**src/rtl/regfile_pkg.sv**
```systemverilog
// Shared types and helpers for the multi-port register file.
// write_winner() resolves same-address write collisions for storage and bypass alike.
package regfile_pkg;

  localparam int XLEN_DEF = 32;
  localparam int NREG_DEF = 32;
  localparam int AW_DEF   = $clog2(NREG_DEF);
  localparam int MAX_NWR  = 4;

  typedef logic [AW_DEF-1:0]   reg_addr_t;
  typedef logic [XLEN_DEF-1:0] xlen_t;

  typedef struct packed {
    logic       hit;
    logic [1:0] port;
  } winner_t;

  // Highest-index matching port wins; later iterations overwrite earlier ones.
  function automatic winner_t write_winner(input logic [MAX_NWR-1:0] match);
    winner_t w;
    w = '0;
    for (int p = 0; p < MAX_NWR; p++) begin
      if (match[p]) begin
        w.hit  = 1'b1;
        w.port = 2'(p);
      end
    end
    return w;
  endfunction

endpackage

```
**src/rtl/regfile_mp_if.sv**
```systemverilog
// Operand read, writeback and issue-claim signals of the register file.
// No valid/ready: every request present on a rising edge is accepted in that cycle.
interface regfile_mp_if #(
  parameter int XLEN = 32,
  parameter int NREG = 32,
  parameter int NRD  = 2,
  parameter int NWR  = 1
);
  localparam int AW = $clog2(NREG);

  logic [NRD-1:0][AW-1:0]   rd_addr_i;
  logic [NRD-1:0][XLEN-1:0] rd_data_o;
  logic [NRD-1:0]           rd_busy_o;
  logic [NWR-1:0]           wr_en_i;
  logic [NWR-1:0][AW-1:0]   wr_addr_i;
  logic [NWR-1:0][XLEN-1:0] wr_data_i;
  logic                     claim_en_i;
  logic [AW-1:0]            claim_addr_i;
  logic                     flush_i;

  modport master (
    output rd_addr_i, wr_en_i, wr_addr_i, wr_data_i, claim_en_i, claim_addr_i, flush_i,
    input  rd_data_o, rd_busy_o
  );

  modport slave (
    input  rd_addr_i, wr_en_i, wr_addr_i, wr_data_i, claim_en_i, claim_addr_i, flush_i,
    output rd_data_o, rd_busy_o
  );
endinterface

```
**src/rtl/regfile_scoreboard.sv**
```systemverilog
// Per-register busy bits: set by claim, cleared by write, all cleared by flush.
// Reads see same-cycle write clears but not same-cycle claims.
module regfile_scoreboard
  import regfile_pkg::*;
#(
  parameter int NREG = 32,
  parameter int NRD  = 2,
  localparam int AW  = $clog2(NREG)
) (
  input  logic                        clk,
  input  logic                        rst,
  input  logic [MAX_NWR-1:0]          wr_act,
  input  logic [MAX_NWR-1:0][AW-1:0]  wr_addr,
  input  logic                        claim_act,
  input  logic [AW-1:0]               claim_addr,
  input  logic                        flush,
  input  logic [NRD-1:0][AW-1:0]      rd_addr,
  output logic [NRD-1:0]              rd_busy
);

  logic [NREG-1:0]              busy;
  logic [NREG-1:0]              busy_nxt;
  logic [NRD-1:0][MAX_NWR-1:0]  rd_match;
  winner_t [NRD-1:0]            rd_win;

  // Order matters: claim supersedes a write clear, flush supersedes both.
  always_comb begin
    busy_nxt = busy;
    for (int p = 0; p < MAX_NWR; p++) begin
      if (wr_act[p]) busy_nxt[wr_addr[p]] = 1'b0;
    end
    if (claim_act) busy_nxt[claim_addr] = 1'b1;
    if (flush) busy_nxt = '0;
  end

  always_ff @(posedge clk or posedge rst) begin
    if (rst) busy <= '0;
    else     busy <= busy_nxt;
  end

  always_comb begin
    rd_match = '0;
    rd_win   = '0;
    rd_busy  = '0;
    for (int k = 0; k < NRD; k++) begin
      for (int p = 0; p < MAX_NWR; p++) begin
        rd_match[k][p] = wr_act[p] && (wr_addr[p] == rd_addr[k]);
      end
      rd_win[k]  = write_winner(rd_match[k]);
      rd_busy[k] = rd_win[k].hit ? 1'b0 : busy[rd_addr[k]];
    end
  end

endmodule

```
**src/rtl/regfile_mp.sv**
```systemverilog
// Multi-port register file with write-first bypass and a busy scoreboard.
// Write ports are padded to MAX_NWR internally so collision logic is width-independent.
module regfile_mp
  import regfile_pkg::*;
#(
  parameter int XLEN     = XLEN_DEF,
  parameter int NREG     = NREG_DEF,
  parameter int NRD      = 2,
  parameter int NWR      = 1,
  parameter int ZERO_REG = 1,
  localparam int AW      = $clog2(NREG)
) (
  input logic         clk_i,
  input logic         rst_i,
  regfile_mp_if.slave bus
);

  logic [MAX_NWR-1:0]            wr_act;
  logic [MAX_NWR-1:0][AW-1:0]    wr_addr;
  logic [MAX_NWR-1:0][XLEN-1:0]  wr_data;
  logic                          claim_act;

  logic [NREG-1:0][XLEN-1:0]     mem;
  logic [NREG-1:0][XLEN-1:0]     mem_nxt;
  logic [NREG-1:0][MAX_NWR-1:0]  st_match;
  winner_t [NREG-1:0]            st_win;
  logic [NRD-1:0][MAX_NWR-1:0]   rd_match;
  winner_t [NRD-1:0]             rd_win;

  // Writes to a hardwired x0 are dropped here, which also keeps x0 out of bypass.
  // Gating with rst_i makes every read return zero while reset is held.
  always_comb begin
    wr_act  = '0;
    wr_addr = '0;
    wr_data = '0;
    for (int p = 0; p < NWR; p++) begin
      wr_addr[p] = bus.wr_addr_i[p];
      wr_data[p] = bus.wr_data_i[p];
      wr_act[p]  = bus.wr_en_i[p] && !rst_i &&
                   !((ZERO_REG != 0) && (bus.wr_addr_i[p] == '0));
    end
    claim_act = bus.claim_en_i && !((ZERO_REG != 0) && (bus.claim_addr_i == '0));
  end

  always_comb begin
    mem_nxt  = mem;
    st_match = '0;
    st_win   = '0;
    for (int r = 0; r < NREG; r++) begin
      for (int p = 0; p < MAX_NWR; p++) begin
        st_match[r][p] = wr_act[p] && (wr_addr[p] == AW'(r));
      end
      st_win[r] = write_winner(st_match[r]);
      if (st_win[r].hit) mem_nxt[r] = wr_data[st_win[r].port];
    end
  end

  always_ff @(posedge clk_i or posedge rst_i) begin
    if (rst_i) mem <= '0;
    else       mem <= mem_nxt;
  end

  always_comb begin
    rd_match      = '0;
    rd_win        = '0;
    bus.rd_data_o = '0;
    for (int k = 0; k < NRD; k++) begin
      for (int p = 0; p < MAX_NWR; p++) begin
        rd_match[k][p] = wr_act[p] && (wr_addr[p] == bus.rd_addr_i[k]);
      end
      rd_win[k]        = write_winner(rd_match[k]);
      bus.rd_data_o[k] = rd_win[k].hit ? wr_data[rd_win[k].port] : mem[bus.rd_addr_i[k]];
    end
  end

  regfile_scoreboard #(
    .NREG (NREG),
    .NRD  (NRD)
  ) u_sb (
    .clk        (clk_i),
    .rst        (rst_i),
    .wr_act     (wr_act),
    .wr_addr    (wr_addr),
    .claim_act  (claim_act),
    .claim_addr (bus.claim_addr_i),
    .flush      (bus.flush_i),
    .rd_addr    (bus.rd_addr_i),
    .rd_busy    (bus.rd_busy_o)
  );

endmodule
```
**src/flat_wrapper.sv**
```systemverilog
// flat-port wrapper written by rule: the top's interface ports become plain ports
module regfile_mp_flat import regfile_pkg::*;
#(
  parameter int XLEN     = XLEN_DEF,
  parameter int NREG     = NREG_DEF,
  parameter int NRD      = 2,
  parameter int NWR      = 1,
  parameter int ZERO_REG = 1,
  localparam int AW      = $clog2(NREG)
)
  (clk_i, rst_i, bus_rd_addr_i, bus_wr_en_i, bus_wr_addr_i, bus_wr_data_i, bus_claim_en_i, bus_claim_addr_i, bus_flush_i, bus_rd_data_o, bus_rd_busy_o);
  regfile_mp_if #(.XLEN(XLEN), .NREG(NREG), .NRD(NRD), .NWR(NWR)) bus_i ();
  input logic clk_i;
  input logic rst_i;
  input wire logic [$bits(bus_i.rd_addr_i)-1:0] bus_rd_addr_i;
  input wire logic [$bits(bus_i.wr_en_i)-1:0] bus_wr_en_i;
  input wire logic [$bits(bus_i.wr_addr_i)-1:0] bus_wr_addr_i;
  input wire logic [$bits(bus_i.wr_data_i)-1:0] bus_wr_data_i;
  input wire logic [$bits(bus_i.claim_en_i)-1:0] bus_claim_en_i;
  input wire logic [$bits(bus_i.claim_addr_i)-1:0] bus_claim_addr_i;
  input wire logic [$bits(bus_i.flush_i)-1:0] bus_flush_i;
  output wire logic [$bits(bus_i.rd_data_o)-1:0] bus_rd_data_o;
  output wire logic [$bits(bus_i.rd_busy_o)-1:0] bus_rd_busy_o;
  assign bus_i.rd_addr_i = bus_rd_addr_i;
  assign bus_i.wr_en_i = bus_wr_en_i;
  assign bus_i.wr_addr_i = bus_wr_addr_i;
  assign bus_i.wr_data_i = bus_wr_data_i;
  assign bus_i.claim_en_i = bus_claim_en_i;
  assign bus_i.claim_addr_i = bus_claim_addr_i;
  assign bus_i.flush_i = bus_flush_i;
  assign bus_rd_data_o = bus_i.rd_data_o;
  assign bus_rd_busy_o = bus_i.rd_busy_o;
  regfile_mp #(.XLEN(XLEN), .NREG(NREG), .NRD(NRD), .NWR(NWR), .ZERO_REG(ZERO_REG)) u_core (.clk_i(clk_i), .rst_i(rst_i), .bus(bus_i));
endmodule
```
**config.mk**
```make
export PLATFORM = sky130hd
export DESIGN_NAME = regfile_mp_flat
export DESIGN_NICKNAME = d
export VERILOG_FILES = /design/src/rtl/regfile_pkg.sv /design/src/rtl/regfile_mp_if.sv /design/src/rtl/regfile_scoreboard.sv /design/src/rtl/regfile_mp.sv /design/src/flat_wrapper.sv
export SDC_FILE = /design/constraint.sdc
export NUM_CORES = 2
export LEC_CHECK = 0
export CORE_MARGIN = 5
export CORE_UTILIZATION = 49
export CTS_BUF_LIST = sky130_fd_sc_hd__clkbuf_8
export CTS_CLUSTER_SIZE = 8
export DETAILED_ROUTE_END_ITERATION = 10
export PLACE_DENSITY = 0.74
export REMOVE_ABC_BUFFERS = 1
export SLEW_MARGIN = 0
export SYNTH_ARGS = -nofsm -noshare
export SYNTH_HDL_FRONTEND = slang
export SYNTH_SLANG_ARGS = --single-unit
```
**constraint.sdc**
```tcl
create_clock -name clk_i -period 48 [get_ports clk_i]
set_input_delay 7.2 -clock clk_i [delete_from_list [all_inputs] [get_ports clk_i]]
set_output_delay 7.2 -clock clk_i [all_outputs]
set_load 0.1 [all_outputs]
```
==> results_dict.tcl <==
set metrics [dict create \
    crit_required_ns 40.80 \
    finalHoldViolCount 0 \
    finalWirelength_um 178000 \
    grt_pass1_wl_um 264000 \
    io_pins 123 \
    drt_first_iter_violations 4736 \
    r2r_slack_ns 47.13 \
    setup_violations 0 \
    grt_max_degree 170 \
    reg2reg_depth 3 \
    netlist.area_leader.share 0.462 \
    ir_worst_vdd_uv 25.3 \
    finalWeightedCongestion 0.817 \
    layout_min_cycle_time_ns 19.72 \
    h-tree-depth 4 \
    max_freq_ghz 0.0507 \
    crit_path_end_kind "output pin" \
    tritoncts_clock_tree "built" \
    final_layout_size_suffix_gt1_frac 0.416 \
    holdPathStages 0 \
    synth_seq_area_share 0.462 \
    timing.hold.worst.class "reg2reg" \
    cts.reportedPaths.clkPinSlew_ns 0.06 \
    groute.usage.overall 0.288 \
    antenna_violations_before_repair 2 \
    critPathTopFamily "buffers and inverters" \
    count_of_buffers_inserted_at_the_top_level_ports 122 \
    routed_via_density 6.77 \
    insertion_delay_ns 0.84 \
    worst-endpoint-arrival_ns 12.52 \
    min_from "u_core.mem[6]" \
    ant_nets 0 \
    critical-path-max-stage-delay_ns 1.18 \
    detailedPlacementHpwl_um 99600 \
    post_synth_and_or_nand_nor_area_fraction 0.0334 \
    fin_setup_tns_ns 0 \
    slew-limit-headroom 0.102 \
    syn_to_layout_area_delta_pct 9.67 \
    synth_top_family_by_area "multiplexers" \
    skew_ns 0 \
    slew_viol_final 0 \
    via_count_of_the_first_global_routing_pass 39600 \
    post_cts_hold_buffer_count 0 \
    yosys.area.top_type "sky130_fd_sc_hd__dfrtp_1" \
    cp_bufs_invs 4 \
    yosys.area_share.adder 0 \
    top_area_cells_in_the_synthesized_netlist "sky130_fd_sc_hd__dfrtp_1, sky130_fd_sc_hd__mux2_2, sky130_fd_sc_hd__mux4_2" \
    yosys.cell_count.top_type "sky130_fd_sc_hd__dfrtp_1" \
    post_synth_instance_area_um2 57200 \
    post_synthesis_cell_count 4171 \
    cts.path.max_buffers 3 \
    synth_common_cells "sky130_fd_sc_hd__dfrtp_1, sky130_fd_sc_hd__mux2_2, sky130_fd_sc_hd__mux2i_1" \
    number_of_placement_rows 125 \
    worst_r2r_startpoint "u_core.u_sb.busy[3]" \
    clock_sink_count 1056 \
    gr-total-overflow 0 \
    detailroute.via_count 39100 \
    dieHeight_um 352 \
    holdPathEnd "u_core.mem[6]" \
    synth-warning-count 0 \
    core_area_um2 116000 \
    finalNetCount 4175 \
    grt_setup_unrepaired "false" \
    cts.root.buffer_cell "sky130_fd_sc_hd__clkbuf_8" \
    detail_route.first_pass.iterations 6 \
    post-route-drc-count 0 \
    yosys.area_share.xor_xnor 0.00153 \
    worstPathMaxFanout 28 \
    cellLeakagePower_nw 28.8 \
    outcome "finished, final reports clean" \
    setup.worst_path.class "in2out" \
    number_of_buffers_inserted_during_clock_tree_synthesis 177 \
    floorplan.initialDensity 0.492 \
    crit_path_start_kind "input port" \
    postCtsResizedCells 0 \
    critical_path.reg2reg.endpoint "u_core.u_sb.busy[3]" \
    wl_per_cell_um 30.9 \
    ys_async_sr_fraction 1.00 \
    dominant_synthesized_flop_cell "sky130_fd_sc_hd__dfrtp_1" \
    total_power_mw 2.33 \
    cpMaxStageDelayCell "sky130_fd_sc_hd__clkdlybuf4s50_1" \
    synth_cell_types 68 \
    post-cts-setup-buffer-count 0 \
    synthesized_area_fraction_occupied_by_ao_oa_aoi_and_oai_cells 0.0607 \
    crit_chain "clkdlybuf4s50_1 -> buf_4 -> nand2b_2 -> buf_4 -> or2_2 -> o22ai_1 -> a2111oi_0 -> mux2_1 -> clkdlybuf4s50_1" \
    timing_worst_slew_pin_value_ns 1.34 \
    cap_viol_max_count 0 \
    synthesis.area_per_instance_um2 13.7 \
    p_per_area_nw_per_um2 37.2 \
    number_of_enable_flip_flop_cells_after_synthesis 0 \
    postSynthRegisterBits 1056 \
    muxShareOfSynthArea 0.401 \
    final.period_utilization 0.411 \
    die_area_um2 124000 \
    die_w_um 352 \
]
[report_power, final]
part	total (mW)	switching, mW	internal (mW)
Combinational	0.442	0.229	0.213
Clock	0.801	0.380	0.421
Sequential	1.09	0.0844	1.00
Total	2.33	0.693	1.64
[layout make-up]
| cell class | count | area, µm² |
|---|---|---|
| Antenna cell | 1 | 2.50 |
| Clock buffer | 225 | 3100 |
| Clock inverter | 87 | 430 |
| Fill cell | 9516 | 53400 |
| Inverter | 4 | 22.5 |
| Multi-Input combinational cell | 2645 | 28700 |
| Sequential cell | 1056 | 26400 |
| Tap cell | 1524 | 1910 |
| Timing Repair Buffer | 234 | 2140 |
[cells by family after synthesis]
| group | Yosys count |
|---|---|
| simple gates | 380 |
| xor+xnor | 10 |
| buf+inv | 470 |
| flops | 1056 |
| compound gates | 474 |
| mux | 1781 |
[worst max path at each step]
stage	start	to	slack (ns)	cells after the start
finish	bus_rd_addr_i[4]	bus_rd_data_o[23]	28.28	9
global route	bus_rd_addr_i[1]	bus_rd_data_o[20]	28.20	10
CTS	bus_rd_addr_i[1]	bus_rd_data_o[8]	28.44	10
detailed placement	bus_rd_addr_i[1]	bus_rd_data_o[8]	28.43	10
global placement	bus_rd_addr_i[1]	bus_rd_data_o[8]	28.45	10
floorplan	rst_i	u_core.mem[0]	11.08	1
[metrics by stage]
| step | utilization | cells | instance area, µm² | setup WS, ns | hold WS [ns] |
|---|---|---|---|---|---|
| 2_1_floorplan | - | 3705 | 54800 | 11.08 | 0.365 |
| 3_3_place_gp | 0.510 | 5463 | 59100 | 28.45 | 0.380 |
| 3_5_place_dp | 0.510 | 5463 | 59100 | 28.43 | 0.385 |
| 4_1_cts | 0.540 | 5775 | 62700 | 28.44 | 0.398 |
| 5_1_grt | 0.540 | 5776 | 62700 | 28.20 | 0.409 |
| 6_report | 0.540 | 5776 | 62700 | 28.28 | 0.399 |
[flip-flops by register name, indices dropped and copies added (netlist names)]
| name | flops |
|---|---|
| u_core.u_sb.busy | 32 |
| u_core.mem | 1024 |
[layout by cell type, fill, tap and decap left out, types with 5 or more instances in the layout]
cell type / Yosys / routed
sky130_fd_sc_hd__mux2_1: 28 / 28
sky130_fd_sc_hd__nor2_1: 100 / 94
sky130_fd_sc_hd__nand2_2: 0 / 19
sky130_fd_sc_hd__nor4bb_4: 0 / 6
sky130_fd_sc_hd__inv_1: 3 / 64
sky130_fd_sc_hd__o22ai_1: 117 / 117
sky130_fd_sc_hd__o21ai_0: 21 / 21
sky130_fd_sc_hd__dfrtp_1: 1056 / 1056
sky130_fd_sc_hd__a22oi_1: 186 / 186
sky130_fd_sc_hd__nor4b_4: 2 / 6
sky130_fd_sc_hd__clkinv_2: 0 / 11
sky130_fd_sc_hd__buf_4: 42 / 107
sky130_fd_sc_hd__nor3_1: 35 / 35
sky130_fd_sc_hd__nand3_1: 34 / 32
sky130_fd_sc_hd__xor2_1: 10 / 10
sky130_fd_sc_hd__a21oi_1: 28 / 28
sky130_fd_sc_hd__o31ai_1: 12 / 12
sky130_fd_sc_hd__nor2_4: 0 / 9
sky130_fd_sc_hd__mux2i_1: 432 / 432
sky130_fd_sc_hd__nand2b_1: 14 / 12
sky130_fd_sc_hd__nand2_1: 126 / 107
sky130_fd_sc_hd__a22o_1: 34 / 34
sky130_fd_sc_hd__inv_8: 0 / 5
sky130_fd_sc_hd__mux4_2: 301 / 301
sky130_fd_sc_hd__clkdlybuf4s50_1: 0 / 114
sky130_fd_sc_hd__nor2b_1: 11 / 10
sky130_fd_sc_hd__buf_12: 1 / 6
sky130_fd_sc_hd__clkbuf_8: 0 / 225
sky130_fd_sc_hd__mux2_2: 1020 / 1020
sky130_fd_sc_hd__o221ai_1: 9 / 9
sky130_fd_sc_hd__a221oi_1: 16 / 16
sky130_fd_sc_hd__a221oi_2: 8 / 8
sky130_fd_sc_hd__a31oi_1: 6 / 6
sky130_fd_sc_hd__a2111oi_0: 25 / 24
[per-layer routing]
| metal | share of wire | vias up | track usage |
|---|---|---|---|
| li1 | - | 15800 | - |
| met1 | 0.40 | 20700 | 0.400 |
| met2 | 0.45 | 2136 | 0.435 |
| met3 | 0.098 | 488 | 0.0729 |
| met4 | 0.045 | 2 | 0.119 |
| met5 | 0.000073 | - | 0 |
(Power assumes the default switching activity.)
